[config.mk]
export PLATFORM = sky130hd
export DESIGN_NAME = mem_ctrl
export DESIGN_NICKNAME = d
export VERILOG_FILES = /design/src/rtl/mem_ctrl.sv
export SDC_FILE = /design/constraint.sdc
export NUM_CORES = 1
export LEC_CHECK = 0
export CAP_MARGIN = 20
export CORE_MARGIN = 5
export CORE_UTILIZATION = 55
export CTS_CLUSTER_DIAMETER = 50
export DETAILED_ROUTE_END_ITERATION = 12
export GPL_ROUTABILITY_DRIVEN = 0
export PLACE_DENSITY_LB_ADDON = 0.12
export SYNTH_ARGS = -nofsm -noshare
export SYNTH_HDL_FRONTEND = slang
export SYNTH_SLANG_ARGS = --single-unit
[constraint.sdc]
create_clock -name clk -period 4.2 [get_ports clk]
set_clock_uncertainty 0.05 [all_clocks]
set_input_delay 0.42 -clock clk [delete_from_list [all_inputs] [get_ports clk]]
set_output_delay 0.42 -clock clk [all_outputs]
set_load 0.03 [all_outputs]
[src/rtl/mem_ctrl.sv]
// mem_ctrl: serialises 32-bit instruction refills and 1/2/4-byte data loads/stores onto a byte-wide RAM.
// Build option MEMCTRL_IO_GUARD_EN: I/O-region store bytes wait while io_buffer_full is high.
module mem_ctrl #(
  parameter int         ADDR_W     = 32,
  parameter logic [1:0] IO_BASE_HI = 2'b11
) (
  input  logic              clk,
  input  logic              rst,
  input  logic              inst_needed,
  input  logic [ADDR_W-1:0] inst_addr,
  output logic              inst_available,
  output logic [31:0]       inst,
  input  logic              branch_interception,
  input  logic              data_req,
  input  logic              data_we,
  input  logic [ADDR_W-1:0] data_addr,
  input  logic [1:0]        data_width,
  input  logic [31:0]       data_wdata,
  output logic              data_done,
  output logic [31:0]       data_rdata,
  input  logic [7:0]        mem_din,
  output logic [7:0]        mem_dout,
  output logic [ADDR_W-1:0] mem_a,
  output logic              mem_wr,
  input  logic              io_buffer_full
);

  typedef enum logic [2:0] {IDLE, IFETCH, DREAD, DWRITE, DONE} state_t;

  state_t            state_q, state_d;
  logic [2:0]        cnt_q, cnt_d;
  logic [1:0]        last_q, last_d;
  logic [ADDR_W-1:0] base_q, base_d;
  logic [31:0]       wdata_q, wdata_d;
  logic [31:0]       asm_q, asm_d;
  logic [ADDR_W-1:0] mem_a_q, mem_a_d;
  logic [7:0]        mem_dout_q, mem_dout_d;
  logic              mem_wr_q, mem_wr_d;
  logic [31:0]       inst_q, inst_d;
  logic              inst_avail_q, inst_avail_d;
  logic [31:0]       rdata_q, rdata_d;
  logic              done_q, done_d;

  logic [ADDR_W-1:0] cur_addr;
  logic [2:0]        n_bytes;
  logic [1:0]        lane;
  logic              stall_accept;
  logic              stall_issue;
  logic [7:0]        wbyte [4];

  // In reads cnt counts edges since acceptance; in writes it counts bytes already issued.
  assign cur_addr = base_q + ADDR_W'(cnt_q);
  assign n_bytes  = {1'b0, last_q} + 3'd1;
  assign lane     = cnt_q[1:0] - 2'd2;

  for (genvar gi = 0; gi < 4; gi++) begin : g_wbyte
    assign wbyte[gi] = wdata_q[8*gi +: 8];
  end

`ifdef MEMCTRL_IO_GUARD_EN
  assign stall_accept = (data_addr[17:16] == IO_BASE_HI) && io_buffer_full;
  assign stall_issue  = (cur_addr[17:16] == IO_BASE_HI) && io_buffer_full;
`else
  logic unused_io;
  assign stall_accept = 1'b0;
  assign stall_issue  = 1'b0;
  assign unused_io    = io_buffer_full ^ (^IO_BASE_HI);
`endif

  always_comb begin
    state_d      = state_q;
    cnt_d        = cnt_q;
    last_d       = last_q;
    base_d       = base_q;
    wdata_d      = wdata_q;
    asm_d        = asm_q;
    mem_a_d      = mem_a_q;
    mem_dout_d   = mem_dout_q;
    mem_wr_d     = 1'b0;
    inst_d       = inst_q;
    inst_avail_d = 1'b0;
    rdata_d      = rdata_q;
    done_d       = 1'b0;

    case (state_q)
      // DONE lasts one cycle; its closing edge selects the next request exactly like IDLE.
      IDLE, DONE: begin
        state_d = IDLE;
        cnt_d   = 3'd0;
        if (data_req) begin
          base_d  = data_addr;
          last_d  = data_width;
          wdata_d = data_wdata;
          asm_d   = '0;
          cnt_d   = 3'd1;
          if (data_we) begin
            state_d = DWRITE;
            if (stall_accept) begin
              cnt_d = 3'd0;
            end else begin
              mem_a_d    = data_addr;
              mem_dout_d = data_wdata[7:0];
              mem_wr_d   = 1'b1;
            end
          end else begin
            state_d = DREAD;
            mem_a_d = data_addr;
          end
        end else if (inst_needed && !branch_interception) begin
          state_d = IFETCH;
          base_d  = inst_addr;
          last_d  = 2'd3;
          asm_d   = '0;
          cnt_d   = 3'd1;
          mem_a_d = inst_addr;
        end
      end

      IFETCH, DREAD: begin
        if (state_q == IFETCH && branch_interception) begin
          state_d = IDLE;
          cnt_d   = 3'd0;
        end else begin
          if (cnt_q >= 3'd2) begin
            asm_d[{lane, 3'b000} +: 8] = mem_din;
          end
          if (cnt_q < n_bytes) begin
            mem_a_d = cur_addr;
          end
          if (cnt_q == n_bytes + 3'd1) begin
            state_d = DONE;
            cnt_d   = 3'd0;
            if (state_q == IFETCH) begin
              inst_d       = asm_d;
              inst_avail_d = 1'b1;
            end else begin
              rdata_d = asm_d;
              done_d  = 1'b1;
            end
          end else begin
            cnt_d = cnt_q + 3'd1;
          end
        end
      end

      DWRITE: begin
        if (cnt_q == n_bytes) begin
          state_d = DONE;
          cnt_d   = 3'd0;
          done_d  = 1'b1;
        end else if (!stall_issue) begin
          mem_a_d    = cur_addr;
          mem_dout_d = wbyte[cnt_q[1:0]];
          mem_wr_d   = 1'b1;
          cnt_d      = cnt_q + 3'd1;
        end
      end

      default: begin
        state_d = IDLE;
        cnt_d   = 3'd0;
      end
    endcase
  end

  always_ff @(posedge clk or negedge rst) begin
    if (!rst) begin
      state_q      <= IDLE;
      cnt_q        <= 3'd0;
      last_q       <= 2'd0;
      base_q       <= '0;
      wdata_q      <= '0;
      asm_q        <= '0;
      mem_a_q      <= '0;
      mem_dout_q   <= '0;
      mem_wr_q     <= 1'b0;
      inst_q       <= '0;
      inst_avail_q <= 1'b0;
      rdata_q      <= '0;
      done_q       <= 1'b0;
    end else begin
      state_q      <= state_d;
      cnt_q        <= cnt_d;
      last_q       <= last_d;
      base_q       <= base_d;
      wdata_q      <= wdata_d;
      asm_q        <= asm_d;
      mem_a_q      <= mem_a_d;
      mem_dout_q   <= mem_dout_d;
      mem_wr_q     <= mem_wr_d;
      inst_q       <= inst_d;
      inst_avail_q <= inst_avail_d;
      rdata_q      <= rdata_d;
      done_q       <= done_d;
    end
  end

  assign inst_available = inst_avail_q;
  assign inst           = inst_q;
  assign data_done      = done_q;
  assign data_rdata     = rdata_q;
  assign mem_dout       = mem_dout_q;
  assign mem_a          = mem_a_q;
  assign mem_wr         = mem_wr_q;

endmodule
==> results.md <==
* Status: finished, violations left
* Failing checks: negative hold slack
* Commonest register cell after synthesis: dfrtp_1
* Tcrit/Tclk final at 77.24%
* Post-route DRC violation count at 0
* Core box area at 17,900 sq um
* Synth Instances at 962
* RSZ-0062 raised after global routing: false
* Ys async rst share at 100.0%
* Initial Util at 55.65%
* Leakage power at 6.050 nW
* Initial DRC Count at 563
* Crit path DAT at 3.57 ns
* Final Max Tran Viols at 0
* Detailed Place HPWL at 17.34 mm
* Worst Path Required at 4.53 ns
* Met1 usage at 32.43%
* CP endpoint kind: register
* Synthesized area at 9963 sq um
* Largest net degree at the start of global routing at 113
* H-tree depth at 1
* Clock Latency Late Sink at 0.50 ns
* PwrDens at 750.0 nW/um^2
* Die ar. at 20,910 sq um
* Mapped Nets at 1,090
* Drt total wl at 24.96 mm
* PortBufs at 218
* Worst IR Drop VDD at 0.4719 mV
* Boundary Pins at 220
* Layout overhead on the synthesized area at 32.78%
* Core Rows at 49
* Hold bufs inserted after CTS at 0
* Vias in the first global route at 7,857
* Gr ovfl total at 0
* Nets at 1,300
* Worst-case reg-to-reg path depth at 8
* Setup crit start kind: register
* Count of warnings emitted by yosys at 0
* Post-layout power at 9.921 mW
* Via count at 7,966
* Gr busiest metal: met2
* Post-route minimum period at 3.244 ns
* TritonCTS clock tree: built
* Synth top area cells: dfrtp_1, nand2_1, mux2i_1
* Drt wl/cell at 17.59 um
* Clk root buf: clkbuf_16
* Vias/cell at 5.614
* Final setup violating endpoints at 0
* Rel. slew slack at 33.50%
* Fmax at 308.2 MHz
* Most common cell after layout, fill and taps aside: clkdlybuf4s50_1
* Initial antenna violation count at 2
* Count of cell types in the netlist at 56
* EDFF count, synth at 0
* Die span in x at 144.6 um
* Pre-antenna DRT Iters at 5
* Die Ht at 144.6 um
* Area after DPL at 12,320 sq um
* CP startpoint: cnt_q[0]
* RR Endpoint: mem_a[28]
* Detail Route Antenna Nets at 0
* Kind of critical path: reg2reg
* Met2 Track Usage GR at 40.70%
* Reg2Reg Setup Slack at 0.96 ns
* CTS resizes at 0
* Met3 Usage GRT at 4.233%
* First-pass GRT wire length at 40.43 mm
* Crit path to: mem_a[28]
* Critical Path Fanout Max at 14
* Worst Hold Margin at -0.001799 ns
* Post-synthesis sequential area ratio at 53.00%
* TritonCTS Buffers at 25
* R2R Path Start: cnt_q[0]
* Mean Syn Cell Area at 10.36 sq um
* Max-cap violation count at 0
* Share of layout cells above drive strength 1 at 8.074%
* Number of synthesized register bits at 211
* Final hold vios at 2
* Most frequent cells in the layout: clkdlybuf4s50_1, dfrtp_1, nand2_1, o21ai_0, a21oi_1
* Area leader, netlist: dfrtp_1
* Clock-pin slew on the worst setup and hold paths at 0.06 ns
* Gr usage total at 23.82%
* Setup TNS at 0 ns
* Final instance area at 13,230 sq um
* Max clock buf depth at 3
* Share of the synthesized area in the top cell type at 53.00%
* Least-Margin Pin Slew at 0.9964 ns
* Hold Crit Class: in2async
* Clock sink count at 211
* Setup Buffers After CTS at 0
==> metal layers <==
metal | share of wire (%) | up-vias
met5 | 0.052 | -
met4 | 1.5 | 2
met3 | 5.6 | 34
met1 | 42 | 3893
li1 | - | 3828
met2 | 50 | 209
==> sequential cells by signal, summed over array words and instances (netlist names) <==
register        flops
asm_q              32
base_q             32
cnt_q               3
data_done           1
data_rdata         32
inst               32
inst_available      1
last_q              2
mem_a              32
mem_dout            8
mem_wr              1
state_q             3
wdata_q            32
==> area by class of cell <==
type | count | area [sq um]
flip-flops and latches | 211 | 5280
multi-input cells | 690 | 4422
fillers | 1362 | 4673
well taps | 229 | 286.5
diodes | 1 | 2.502
inverters | 13 | 48.80
clock buffers | 32 | 691.9
clock inverters | 12 | 186.4
repair buffers | 231 | 2311
==> how the worst min path moves through the flow <==
stage / start / endpoint / cells after the start / slack [ns]
2_1_floorplan: rst / asm_q[0] / 0 / 0.07
3_3_place_gp: wdata_q[14] / wdata_q[14] / 2 / 0.40
3_5_place_dp: wdata_q[26] / wdata_q[26] / 2 / 0.41
4_1_cts: rst / data_rdata[23] / 1 / 0.03
5_1_grt: rst / inst_available / 1 / 0.06
6_report: rst / inst[22] / 1 / -0.002
==> cells in the mapped netlist (2+ instances only) <==
master and number:
buf_2 10, xnor3_1 2, mux4_2 8, buf_6 4, o21ai_0 78, nor3_1 7
nor4_1 7, nor3b_2 3, nor3b_1 2, nand3_1 8, a21o_1 13, xnor2_1 8
or3_1 5, a21oi_1 70, and4_1 6, a22o_1 32, a221o_1 12, o31a_1 4
nand3b_1 2, buf_1 4, clkbuf_1 29, and2_1 9, o21a_1 7, inv_1 13
nor2b_1 8, nand4_1 7, and2_0 4, mux2_2 19, nand2_1 177, xor2_1 15
nor2_1 51, ha_1 14, o2111ai_1 2, o211ai_1 2, and3_1 36, a31oi_1 6
mux2i_1 48, nor2_2 2, dfrtp_1 211
==> worst max-delay path, stage by stage, from the launching register on <==
cell	delay, ns
dfrtp_1	0.56
ha_1	0.25
inv_1	0.06
fa_1	0.39
nor2b_1	0.36
o2111ai_1	0.51
o31a_1	0.46
o31a_1	0.23
mux2_2	0.25
==> where the power goes <==
group          internal [mW]  switching (mW)  leakage [nW]  total [mW]
registers               2.77           0.546          2.66        3.32
clock network           1.42           0.844         0.429        2.26
logic                   1.89            2.45          2.96        4.34
total                   6.08            3.84          6.05        9.92
==> cell families (layout without fill, tap and decap cells) <==
family	Yosys count	in the layout	synth area share, %
simple gates	341	341	16.14
compound gates	234	234	14.89
flops	211	211	53.00
mux	75	75	8.778
buf+inv	61	288	2.763
xor+xnor	25	25	2.474
fa+ha+maj	15	15	1.959
other cells	0	1	0
==> per-stage QoR <==
step / worst slack, ns / utilization, % / std cells
6_report: 0.9558 / 73.90 / 1419
2_1_floorplan: 1.556 / - / 962
5_1_grt: 0.7352 / 73.90 / 1419
3_5_place_dp: 0.9957 / 68.82 / 1373
3_3_place_gp: 1.053 / 68.82 / 1373
4_1_cts: 0.9819 / 73.73 / 1417
Note: power is estimated with default switching activity, not from simulation.
